===== src/rtl/game_judge.sv =====
// Round referee: tracks score, lives and the round countdown for the game FSM,
// raises registered won/lost levels and pulses hud_update on any HUD change.
module game_judge #(
  parameter int unsigned SCORE_TARGET = 10,
  parameter int unsigned LIVES_INIT   = 3,
  parameter int unsigned TIME_LIMIT   = 60,
  parameter int unsigned CLK_HZ       = 25_000_000,
  parameter int unsigned HIT_GUARD    = 50_000_000
) (
  input  logic       vga_clk,
  input  logic       sys_rst,
  input  logic [1:0] state,
  input  logic       collect_evt,
  input  logic       hit_evt,
  output logic       game_won,
  output logic       game_over,
  output logic [7:0] score,
  output logic [3:0] lives,
  output logic [7:0] time_left,
  output logic       hud_update
);

  localparam int unsigned PW = (CLK_HZ > 1) ? $clog2(CLK_HZ) : 1;
  localparam int unsigned GW = (HIT_GUARD > 0) ? $clog2(HIT_GUARD + 1) : 1;

  localparam logic [PW-1:0] PRE_TC    = PW'(CLK_HZ - 1);
  localparam logic [GW-1:0] GUARD_LD  = GW'(HIT_GUARD);
  localparam logic [7:0]    SCORE_WIN = 8'(SCORE_TARGET);
  localparam logic [3:0]    LIVES_LD  = 4'(LIVES_INIT);
  localparam logic [7:0]    TIME_LD   = 8'(TIME_LIMIT);

  typedef enum logic [1:0] {
    GAME_START = 2'b00,
    IN_GAME    = 2'b01,
    GAME_OVER  = 2'b10,
    GAME_WON   = 2'b11
  } game_fsm_t;

  typedef enum logic [1:0] {
    ARMED,
    PLAY,
    DONE_WON,
    DONE_LOST
  } judge_st_t;

  game_fsm_t game_st;
  judge_st_t cur_st, nxt_st;

  logic [7:0]    score_n, time_n;
  logic [3:0]    lives_n;
  logic          won_n, over_n, hud_n, reload;
  logic [PW-1:0] pre_cnt, pre_n;
  logic [GW-1:0] guard_cnt, guard_n;

  assign game_st = game_fsm_t'(state);

  always_ff @(posedge vga_clk) begin
    if (sys_rst) begin
      cur_st     <= ARMED;
      score      <= '0;
      lives      <= LIVES_LD;
      time_left  <= TIME_LD;
      game_won   <= 1'b0;
      game_over  <= 1'b0;
      hud_update <= 1'b0;
      pre_cnt    <= '0;
      guard_cnt  <= '0;
    end else begin
      cur_st     <= nxt_st;
      score      <= score_n;
      lives      <= lives_n;
      time_left  <= time_n;
      game_won   <= won_n;
      game_over  <= over_n;
      hud_update <= hud_n;
      pre_cnt    <= pre_n;
      guard_cnt  <= guard_n;
    end
  end

  always_comb begin
    nxt_st  = cur_st;
    score_n = score;
    lives_n = lives;
    time_n  = time_left;
    won_n   = game_won;
    over_n  = game_over;
    hud_n   = 1'b0;
    pre_n   = pre_cnt;
    guard_n = guard_cnt;
    reload  = 1'b0;

    case (cur_st)
      ARMED: begin
        reload = 1'b1;
        if (game_st == IN_GAME) nxt_st = PLAY;
      end

      PLAY: begin
        // Any FSM state other than IN_GAME here is an abort: flags are only
        // ever raised on the same edge that leaves PLAY.
        if (game_st != IN_GAME) begin
          reload = 1'b1;
          hud_n  = 1'b1;
          nxt_st = ARMED;
        end else begin
          if (collect_evt) score_n = score + 8'd1;

          if (guard_cnt != '0) begin
            guard_n = guard_cnt - 1'b1;
          end else if (hit_evt && lives != '0) begin
            lives_n = lives - 4'd1;
            guard_n = GUARD_LD;
          end

          if (pre_cnt == PRE_TC) begin
            pre_n = '0;
            if (time_left != '0) time_n = time_left - 8'd1;
          end else begin
            pre_n = pre_cnt + 1'b1;
          end

          if (score_n == SCORE_WIN) begin
            nxt_st = DONE_WON;
            won_n  = 1'b1;
          end else if (lives_n == '0 || time_n == '0) begin
            nxt_st = DONE_LOST;
            over_n = 1'b1;
          end

          hud_n = (score_n != score) || (lives_n != lives) || (time_n != time_left);
        end
      end

      DONE_WON, DONE_LOST: begin
        pre_n   = '0;
        guard_n = '0;
        if (game_st == GAME_START) begin
          reload = 1'b1;
          hud_n  = 1'b1;
          nxt_st = ARMED;
        end
      end

      default: nxt_st = ARMED;
    endcase

    if (reload) begin
      score_n = '0;
      lives_n = LIVES_LD;
      time_n  = TIME_LD;
      won_n   = 1'b0;
      over_n  = 1'b0;
      pre_n   = '0;
      guard_n = '0;
    end
  end

endmodule

===== config.mk =====
export PLATFORM = sky130hd
export DESIGN_NAME = game_judge
export DESIGN_NICKNAME = d
export VERILOG_FILES = /design/src/rtl/game_judge.sv
export SDC_FILE = /design/constraint.sdc
export NUM_CORES = 1
export LEC_CHECK = 0
export BUFFER_PORTS_ARGS = -buffer_cell sky130_fd_sc_hd__buf_2
export CORE_ASPECT_RATIO = 0.5
export CORE_MARGIN = 2
export CORE_UTILIZATION = 45
export DETAILED_ROUTE_END_ITERATION = 7
export REMOVE_ABC_BUFFERS = 1
export SYNTH_ARGS = -nofsm -noshare
export SYNTH_HDL_FRONTEND = slang
export SYNTH_SLANG_ARGS = --single-unit

===== constraint.sdc =====
create_clock -name vga_clk -period 6.1 [get_ports vga_clk]
set_input_delay 1.22 -clock vga_clk [delete_from_list [all_inputs] [get_ports vga_clk]]
set_output_delay 1.22 -clock vga_clk [all_outputs]
set_load 0.03 [all_outputs]

=== Word level (Yosys, flattened, before mapping) ===
Cells that the tools add are included.

* $add $sub $neg: 5
* Multipliers: 0
* Div/mod/pow operators: 0
* Magnitude comparators: 0
* Eq/ne operators: 15
* Shift-type cells: 0
* Multiplexer cells: 29
* Bitwise logic cells: 2
* Reductions and logical operators: 20

{| class="wikitable"
|+ Operators by type and width
! operator !! count
|-
| two-way mux 26 bit || 3
|-
| two-way mux 8 bit || 7
|-
| one-hot mux 26 bit (2 select lines) || 1
|-
| two-way mux 25 bit || 2
|-
| one-hot mux 25 bit (2 select lines) || 1
|-
| nonzero test 26 bit || 1
|-
| subtractor 26 x 1 -> 26 bit, second input constant || 1
|-
| adder 25 x 1 -> 25 bit, second input constant || 1
|-
| equality test 25 bit, second input constant || 1
|-
| two-way mux 4 bit || 4
|-
| != test 8 bit || 2
|-
| two-way mux 2 bit || 5
|-
| AND reduction 3 bit || 3
|-
| adder 8 x 1 -> 8 bit, second input constant || 1
|-
| equality test 8 x 4 -> 1 bit, second input constant || 1
|-
| zero test 8 bit || 1
|-
| nonzero test 8 bit || 1
|-
| subtractor 8 x 1 -> 8 bit, second input constant || 1
|-
| != test 2 bit, second input constant || 3
|-
| one-hot mux 2 bit (3 select lines) || 1
|-
| equality test 2 x 1 -> 1 bit, second input constant || 2
|-
| equality test 2 bit, second input constant || 2
|-
| zero test 2 bit || 2
|-
| zero test 4 bit || 1
|-
| other kinds (16) || 23
|}

* Flip-flop bits (word level): 76
* Bits in latches: 0
* RAM bits: 0
* Memory bits (read-only): 0
* Input port bits: 6
* Output and inout port bits: 23
* Logic and storage cells: 80
* Memories kept: 0

=== Longest topological paths before layout ===
Gate-level depths: netlist (run 1).

* Word-level depth: 12
* Gate-level depth with buffers: 9
* Depth with buffers taken out: 9

=== Worst setup path after synthesis (run 1) ===
No wires, ideal clock.

* Path type: input -> register
* From: input port collect_evt
* To: register game_over
* Library setup time: 0.135 ns
* Data arrival time: 2.777 ns
* Data required time: 5.965 ns
* Setup slack: 3.189 ns
* Stages: 8
* Path buffers: 1
* Cell sequence: clkbuf_1 -> or3b_2 -> a21oi_1 -> a21oi_1 -> a211oi_1 -> nor3b_1 -> o21ai_1 -> o31ai_2

* Cells in the longest elaborated chain, start to end: 6

{| class="wikitable"
|+ Ends and longest elaborated chain
! element !! line !! source
|-
| start, declared || 13 || <nowiki>input logic collect_evt,</nowiki>
|-
| two-way mux 8 bit || 107 || <nowiki>if (collect_evt) score_n = score + 8'd1;</nowiki>
|-
| two-way mux 8 bit || 102 || <nowiki>if (game_st != IN_GAME) begin</nowiki>
|-
| two-way mux 8 bit || 93 || <nowiki>case (cur_st)</nowiki>
|-
| equality test 8 x 4 -> 1 bit || 123 || <nowiki>if (score_n == SCORE_WIN) begin</nowiki>
|-
| NOT 1 bit (no line) || n/a ||
|-
| AND reduction 4 bit (no line) || n/a ||
|-
| end signal, assigned || 74 || <nowiki>game_over <= over_n;</nowiki>
|-
| end, declared || 16 || <nowiki>output logic game_over,</nowiki>
|}

No other way between the ends. The select of a mux whose other input is x is not followed.
A chain may end at the register's enable or synchronous reset.

=== Worst setup path in the final report (run 1) ===
* From: input port state[1]
* To: register guard_cnt[15]

* Cells in the longest elaborated chain, start to end: 4
* Elaborated cells on any way between the ends: 8
* Those cells by class: eq/ne (2); mux (3); reduce/logical (3)

{| class="wikitable"
|+ Ends and longest elaborated chain
! element !! line !! source
|-
| start, declared || 12 || <nowiki>input logic [1:0] state,</nowiki>
|-
| != test 2 x 1 -> 1 bit / zero test 2 bit (equally long branches) || 102, 138 ||
|-
| two-way mux 1 bit (on tied branches) || 102, 138 ||
|-
| one-hot mux 1 bit (3 select lines) || 93 ||
|-
| OR reduction 2 bit (no line) || n/a ||
|-
| end signal, assigned || 77 || <nowiki>guard_cnt <= guard_n;</nowiki>
|-
| end, declared || 53 || <nowiki>logic [GW-1:0] guard_cnt, guard_n;</nowiki>
|}

Several ways; a longest one is shown, not always the timed one.

==> qor.csv, run 1 <==
metric;value;unit
P_leak;1.598;nW
Rows;24;
wire per inst;13.44;um
Vias/cell;5.379;
nets@finish;522;
DP Wirelength;5.795;mm
Hold Startpoint;guard_cnt[20];
post-layout total power;1.094;mW
clock latency on the worst-skew pair;0.34;ns
CP bufs+invs;1;
Top FF cell, synth;dfxtp_1;
Synth async-reset ratio;0;
post-CTS setup buffer count;0;
Total GRT Usage;0.1909;
Routed Antenna Nets;0;
most common cell in the netlist;nor2_1;
R2R Path Start;guard_cnt[8];
dominant cell type by area after synthesis;dfxtp_1;
peak supply drop;0.0001316;V
Min Clock Period, post-route;3.105;ns
Seq cells post-synth;76;
Initial Utilization;0.4575;
Slew headroom;0.3560;
final hold slack;0.4720;ns
first-pass GRT wire length;14.52;mm
Max Root-Sink Buffers;2;
CTS resizes;0;
placed insts;615;
Yosys Warn Count;0;
Filler cells;853;
Post-synth EDFFs;0;
syn avg cell area;8.084;sq um
Worst Hold Path Cells;2;
hold buffer count at cts;0;
post-synth top area share;0.3873;
crit path kind;in -> reg;
Tcrit/Tclk final;0.5090;
final setup fails;0;
H-tree level count;3;
Arr. time, crit path;3.38;ns
Buffers on Ports;28;
Worst path slowest cell;a21oi_1;
max_cap viols;0;
I/O pins;29;
Fmax;322.1;MHz
crit-path max FO;16;
R2R cell count;6;
Die W;136.1;um
placement-stage cell area;4163;sq um
FF-to-FF End;guard_cnt[16];
most instantiated cells after synthesis;83 x nor2_1, 76 x dfxtp_1, 37 x nand2_1;
Distinct cells, synth;59;
die area;9539;sq um
worst path required time;6.37;ns
initial antenna violation count;0;
vias in the first global route;3131;
cell area after synthesis;3929;sq um
largest net degree at the start of global routing;29;
outcome;finished clean;
DRT iter0 DRCs;217;
most frequent CP cell;a21oi_1;
layout cells sized above 1;0.1226;
main area contributors after synthesis;dfxtp_1 39%, nor2_1 7.9%, xor2_1 5.6%;
Slew @ Worst Pin;0.9596;ns
CP Capture Type;register;
grt ovf;0;
Slew Viols, Final;0;
Reg2Reg Setup Slack;3.10;ns
post-synthesis sequential area ratio;0.3873;
setup repair after global routing missed its margin;no;
drt total wl;8.483;mm
CTS Sinks;76;
Worst Hold End;guard_cnt[20];
Critical Path Start Type;input port;
clock-pin slew on the worst setup and hold paths;0.06;ns
setup TNS;0;ns
gpl congestion;0.8044;
Gate Count Post-Synth;486;
root buffer cell;clkbuf_16;
CTS tree;done;
TritonCTS buffer count;9;
Layout Skew;0.004934;ns
non-filler cells, final;631;
Pwr per Cell Area;244.1;nW/um^2
DRC viols;0;
critical path's top delay family;compound AO/OA/AOI/OAI gates;
slowest stage delay, CP;0.69;ns
Hold Path Class;reg -> reg;
synth-to-layout area growth;14.08;%
worst-path cell chain;buf_2, nor2b_1, nand3b_1, a21oi_1, o21ai_0, or3_1, a21oi_1;
core area;8588;sq um
design area;4482;sq um
total iterations of the first detailed-routing run;5;
DIE HEIGHT;70.07;um
vias;3394;
Final Hold Viols;0;
n_diodes;0;
## cell type report
| type | count | area [sq um] | area share |
|---|---|---|---|
| clock inverters | 4 | 72.57 | 0.01619 |
| inverters | 14 | 52.55 | 0.01173 |
| multi-input cells | 377 | 2280 | 0.5087 |
| well taps | 117 | 146.4 | 0.03266 |
| repair buffers | 31 | 162.7 | 0.03629 |
| clock buffers | 12 | 246.5 | 0.05500 |
| flip-flops and latches | 76 | 1521 | 0.3395 |
## per-layer routing
| layer | wire length [um] | global-route usage |
|---|---|---|
| met3 | 251 | 0.05664 |
| met1 | 4274 | 0.2486 |
| met5 | 0 | 0 |
| met4 | 95 | 0.05556 |
| met2 | 3862 | 0.3071 |
## through the flow
stage	util	worst slack, ns
2_1_floorplan	-	2.918
3_3_place_gp	0.4847	2.763
3_5_place_dp	0.4847	2.662
4_1_cts	0.5219	3.006
5_1_grt	0.5219	2.721
6_report	0.5219	2.995
## worst max path at each step
stage	to	slack [ns]	startpoint	depth (start not counted)
floorplan	pre_cnt[14]	2.92	state[0]	3
global placement	guard_cnt[15]	2.76	state[1]	7
detailed placement	guard_cnt[15]	2.66	state[1]	7
CTS	guard_cnt[15]	3.01	state[1]	7
global route	guard_cnt[15]	2.72	state[1]	7
finish	guard_cnt[15]	3.00	state[1]	7
## layout by cell type (no fill, tap or decap), types with 3 or more instances in the layout
cell type	netlist	layout
a211oi_1	3	3
a21o_1	4	4
a21oi_1	33	33
and3_1	5	5
buf_2	4	28
buf_4	0	3
clkbuf_16	0	9
dfxtp_1	76	76
ha_1	7	7
inv_1	14	14
mux2i_1	3	3
nand2_1	37	37
nand2b_1	3	3
nand3_1	16	16
nand4_1	10	10
nand4b_1	4	4
nor2_1	83	83
nor2b_1	4	4
nor3_1	20	20
nor3b_1	4	3
nor4_1	10	10
o21ai_0	33	32
o21ai_1	3	3
o31a_1	3	3
o31ai_1	3	3
or3_1	10	10
xnor2_1	19	19
xor2_1	25	25
## cell families after synthesis
kind of cell,after synthesis,synth area share
simple gates,227,0.2984
flops,76,0.3873
buf+inv,33,0.03471
compound gates,95,0.1487
mux,4,0.01051
fa+ha+maj,7,0.02229
xor+xnor,44,0.09809
## registers in the layout, indices dropped and copies added (netlist names)
signal and cells:
cur_st 2, game_over 1, game_won 1, guard_cnt 26
hud_update 1, lives 4, pre_cnt 25, score 8
time_left 8
## power by group
| group | internal [mW] | total, mW | switching (mW) | leakage (nW) |
|---|---|---|---|---|
| registers | 0.497 | 0.498 | 0.000925 | 0.612 |
| logic | 0.00920 | 0.0263 | 0.0171 | 0.833 |
| clock network | 0.369 | 0.569 | 0.201 | 0.153 |
| total | 0.875 | 1.09 | 0.219 | 1.60 |
## tightest hold or removal path, stage by stage, from the launching register on
cell and delay [ns]:
dfxtp_1 0.30, o21ai_0 0.06, a21oi_1 0.06
Power figures use the tool's default switching activity.
==> run 2, diff against run 1 <==
ABC_AREA = 1   (was unset)
clock period = 2.5 ns   (was 6.1 ns; I/O delays follow)
==> run 2 against run 1 <==
  * Hold slack worse by 0.070 ns
  * Non-clock buffer count up 2
  * Synthesized area up 17%
  * Clock power rose to 2.7 times the previous value
  * Clock skew up 0.00088 ns
  * Sequential share of layout area down 4.8 points
  * Critical endpoint is now guard_cnt[24]
  * Cell area up 16%
  * Critical path type is now reg -> reg
  * Clock-buffer cell count unchanged
==> qor.csv, run 2 <==
metric;value;unit
first-pass GRT wire length;17.61;mm
clock-pin slew on the worst setup and hold paths;0.06;ns
layout cells sized above 1;0.1494;
TritonCTS buffer count;9;
CTS tree;done;
Vias/cell;4.901;
Final Hold Viols;0;
DP Wirelength;7.678;mm
placement-stage cell area;4861;sq um
initial antenna violation count;0;
Buffers on Ports;28;
CTS resizes;0;
dominant cell type by area after synthesis;dfxtp_1;
root buffer cell;clkbuf_16;
grt ovf;0;
Pwr per Cell Area;822.3;nW/um^2
n_diodes;0;
total iterations of the first detailed-routing run;5;
Largest register FFs;26;
Min Clock Period, post-route;2.145;ns
hold buffer count at cts;0;
Max Root-Sink Buffers;2;
H-tree level count;3;
Slew Viols, Final;0;
synth-to-layout area growth;13.52;%
most instantiated cells after synthesis;157 x nand2_1, 99 x nor2_1, 80 x inv_1;
Distinct cells, synth;44;
Util after Layout;0.5393;
outcome;finished clean;
Largest Register;guard_cnt;
max_cap viols;0;
final setup fails;0;
Initial Utilization;0.4751;
most frequent cells in the layout;157 x nand2_1, 99 x nor2_1, 80 x inv_1, 76 x dfxtp_1, 49 x a21oi_1;
DRC viols;0;
post-synthesis sequential area ratio;0.3313;
drt total wl;10.35;mm
fin worst setup slack;0.3548;ns
Die W;146.9;um
setup TNS;0;ns
DRT iter0 DRCs;152;
vias;4205;
Rows;25;
Synth async-reset ratio;0;
Fmax;466.2;MHz
peak supply drop;0.0003952;V
wire per inst;12.06;um
post-synth top area share;0.3313;
main area contributors after synthesis;dfxtp_1 33%, nand2_1 13%, nor2_1 8.1%;
cell area after synthesis;4592;sq um
syn avg cell area;6.684;sq um
I/O pins;29;
Seq cells post-synth;76;
Layout Skew;0.005809;ns
worst path required time;2.77;ns
Top FF cell, synth;dfxtp_1;
Yosys Warn Count;0;
Slew @ Worst Pin;0.5533;ns
crit-path max FO;14;
Hold Path Class;in -> reg;
clock latency on the worst-skew pair;0.34;ns
most common cell in the netlist;nand2_1;
Slew headroom;0.6306;
die area;11080;sq um
vias in the first global route;3823;
CP Capture Type;register;
Tcrit/Tclk final;0.8581;
gpl congestion;0.8321;
post-CTS setup buffer count;0;
design area;5213;sq um
most common cell after layout, fill and taps aside;nand2_1;
Critical Path Start Type;register;
DIE HEIGHT;75.43;um
nets@finish;731;
CTS Sinks;76;
largest net degree at the start of global routing;27;
setup repair after global routing missed its margin;no;
Arr. time, crit path;2.42;ns
Total GRT Usage;0.1991;
largest registers;guard_cnt (26), pre_cnt (25);
core area;9666;sq um
crit path kind;reg -> reg;
P_leak;2.278;nW
Post-synth EDFFs;0;
Routed Antenna Nets;0;
pre-CTS setup slack;0.2792;ns
Gate Count Post-Synth;687;
## run 2: changes by cell type after synthesis, moves of 9 or more
cell      previous run  this run
a21oi_1             33        49
clkbuf_1            14         5
inv_1               14        80
nand2_1             37       157
nand2_2              0        10
nand3_1             16        36
nor2_1              83        99
nor2_2               0        11
nor2_4               0        11
nor4_1              10         1
o21ai_0             33        43
or3_1               10         0
xnor2_1             19         6
## run 2: worst paths after layout
path              endpoint          start  cells after the start  slack (ns)
min             hud_update        sys_rst                      2        0.40
max reg2reg  guard_cnt[24]       lives[0]                     13        0.35
max          guard_cnt[24]       lives[0]                     13        0.35
min reg2reg  guard_cnt[17]  guard_cnt[17]                      2        0.47
## run 2: cells by family (layout without fill, tap and decap cells)
logic type | Yosys count | in the layout | share of synthesized area
flip-flops | 76 | 76 | 0.3313
AND/OR/NAND/NOR | 363 | 363 | 0.3681
AO/OA/AOI/OAI | 114 | 114 | 0.1431
XOR/XNOR | 26 | 26 | 0.04959
buffers and inverters | 101 | 137 | 0.08883
adder cells (fa/ha/maj) | 7 | 7 | 0.01907
## run 2: per-stage QoR
stage	hold slack, ns	std cells	power, mW
finish	0.4020	858	4.286
global route	0.3971	858	4.565
CTS	0.3848	858	4.334
detailed placement	0.4572	842	2.776
floorplan	0.4390	674	2.423
global placement	0.4558	842	2.774
## run 2: report_power, final
part / internal (mW) / total [mW] / switching [mW]
sequential: 1.26 / 1.31 / 0.0437
combinational: 0.450 / 1.45 / 0.997
clock: 1.03 / 1.53 / 0.505
total: 2.74 / 4.29 / 1.55
## run 2: cell type report
| cell class | instances | area (sq um) |
|---|---|---|
| fill | 972 | 4453 |
| multi-input combinational | 510 | 2663 |
| sequential | 76 | 1521 |
| inverter | 88 | 330.3 |
| clock buffer | 12 | 256.5 |
| timing repair buffer | 33 | 177.7 |
| tap | 135 | 168.9 |
| clock inverter | 4 | 95.09 |
## run 2: routing by layer
layer	vias to the layer above	global-route usage	part of all wire
met5	-	0	0
met4	0	0.06041	0.011
met3	13	0.04311	0.026
met2	38	0.3563	0.47
met1	1881	0.2487	0.50
li1	2273	-	-
## run 2: critical path, cell delays in order, from the launching register on
cell	delay (ns)
dfxtp_1	0.35
inv_1	0.09
ha_1	0.23
nand3_1	0.09
nand2_1	0.13
inv_1	0.15
nor2_1	0.07
nand2_1	0.08
nand2_2	0.16
inv_2	0.28
nand2_1	0.15
o21ai_0	0.16
nand2_1	0.06
nor2_1	0.08
==> run 3, diff against run 2 <==
CORE_MARGIN = unset   (was 2)
CORE_UTILIZATION = 55   (was 45)
PLACE_DENSITY = 0.76   (was unset)
==> run 3 against run 2 <==
  * Critical path depth shrank 3
  * Critical endpoint unchanged
  * Hold slack got worse by 0.016 ns
  * Clock-buffer cell count unchanged
  * Sequential share of layout area grew 0.30 points
  * First-iteration DRC count is 82% higher
  * Core utilization grew 10 points
==> qor.csv, run 3 (synthesis gave the netlist of run 2 again) <==
metric;value;unit
outcome;finished clean;
Reg2Reg Setup Slack;0.27;ns
grt ovf;0;
Routed Antenna Nets;0;
largest net degree at the start of global routing;27;
Critical Path Start Type;register;
total iterations of the first detailed-routing run;4;
most common cell after layout, fill and taps aside;nand2_1;
Pwr per Cell Area;799.2;nW/um^2
FF-to-FF End;guard_cnt[24];
Buffers on Ports;28;
vias;4318;
Min Clock Period, post-route;2.232;ns
CTS Sinks;76;
CTS tree;done;
Hold Path Class;in -> reg;
R2R cell count;10;
first-pass GRT wire length;17.18;mm
Util after Layout;0.6402;
crit-path max FO;11;
Vias/cell;5.153;
DRT iter0 DRCs;277;
gpl congestion;0.8686;
CP Launch Point;guard_cnt[8];
initial antenna violation count;0;
peak supply drop;0.0003830;V
Final Hold Viols;0;
worst path required time;2.73;ns
Largest Register;guard_cnt;
Layout Skew;0.007498;ns
DRC viols;0;
nets@finish;734;
CP Capture Type;register;
vias in the first global route;3890;
setup repair after global routing missed its margin;no;
Slew Viols, Final;0;
clock latency on the worst-skew pair;0.34;ns
H-tree level count;3;
TritonCTS buffer count;9;
root buffer cell;clkbuf_16;
Filler cells;765;
die area;8741;sq um
Max Root-Sink Buffers;2;
layout cells sized above 1;0.1529;
crit path kind;reg -> reg;
Arr. time, crit path;2.46;ns
Critical Path End;guard_cnt[24];
setup TNS;0;ns
Slew headroom;0.4624;
CTS resizes;0;
R2R Path Start;guard_cnt[8];
DP Wirelength;7.659;mm
hold buffer count at cts;0;
wire per inst;12.33;um
I/O pins;29;
Slew @ Worst Pin;0.8010;ns
n_diodes;0;
Die W;131.2;um
Total GRT Usage;0.2471;
Largest register FFs;26;
final setup fails;0;
P_leak;2.268;nW
core area;8058;sq um
drt total wl;10.33;mm
largest registers;guard_cnt (26), pre_cnt (25);
clock-pin slew on the worst setup and hold paths;0.06;ns
Rows;23;
DIE HEIGHT;66.61;um
Initial Utilization;0.5699;
Fmax;448.1;MHz
Tcrit/Tclk final;0.8927;
post-CTS setup buffer count;0;
most frequent cells in the layout;157 x nand2_1, 99 x nor2_1, 80 x inv_1, 76 x dfxtp_1, 49 x a21oi_1;
max_cap viols;0;
synth-to-layout area growth;12.34;%
==> run 3: cell types whose count changed in the layout (fill, tap and decap cells not counted) <==
| cell | previous run | this run |
|---|---|---|
| buf_4 | 5 | 8 |
| bufinv_16 | 3 | 1 |
| clkinv_2 | 1 | 2 |
| clkinvlp_4 | 0 | 1 |
==> run 3: power by group <==
group / total (mW) / internal (mW) / leakage (nW) / switching (mW)
clock: 1.32 / 0.824 / 0.149 / 0.492
combinational: 1.50 / 0.476 / 1.51 / 1.02
sequential: 1.31 / 1.26 / 0.613 / 0.0450
total: 4.12 / 2.56 / 2.27 / 1.56
==> run 3: through the flow <==
stage               cells  hold WS [ns]  power, mW  setup WS [ns]  cell area, sq um
global placement      822        0.4459      2.802         0.2227              4855
detailed placement    822        0.4590      2.813         0.1389              4855
floorplan             674        0.4390      2.423         0.1897              4514
finish                838        0.3863      4.123         0.2682              5159
CTS                   838        0.3816      4.143         0.2692              5159
global route          838        0.3827      4.378        0.02605              5159
==> run 3: how the worst min path moves through the flow <==
stage,cells past startpoint,from,to
final,2,sys_rst,hud_update
after global routing,2,sys_rst,hud_update
after detailed placement,2,game_over,game_over
after floorplan,2,guard_cnt[17],guard_cnt[17]
after global placement,2,game_over,game_over
after CTS,2,sys_rst,hud_update
==> run 3: final cells by class <==
class                           instances  area, sq um  area share
Clock inverter                          4        47.55    0.009217
Multi-Input combinational cell        510         2663      0.5161
Clock buffer                           12        256.5     0.04972
Inverter                               88        330.3     0.06403
Tap cell                              112        140.1     0.02716
Sequential cell                        76         1521      0.2949
Timing Repair Buffer                   36        200.2     0.03881
==> run 3: worst max-delay path: stages, from the launching register on <==
cell and delay, ns:
dfxtp_1 0.34, nor2_2 0.17, nand2_2 0.09, nor2_4 0.15, nand2_2 0.11, nor2_4 0.20, nor2_1 0.09, o21ai_1 0.65
inv_1 0.17, nand2_1 0.11, nor2_1 0.04
==> run 3: layer usage <==
| layer | part of all wire | GRT usage | vias up |
|---|---|---|---|
| met2 | 0.48 | 0.4568 | 62 |
| met5 | 0 | 0 | - |
| met4 | 0.017 | 0.09412 | 0 |
| met1 | 0.47 | 0.2839 | 1964 |
| li1 | - | - | 2274 |
| met3 | 0.031 | 0.05632 | 18 |
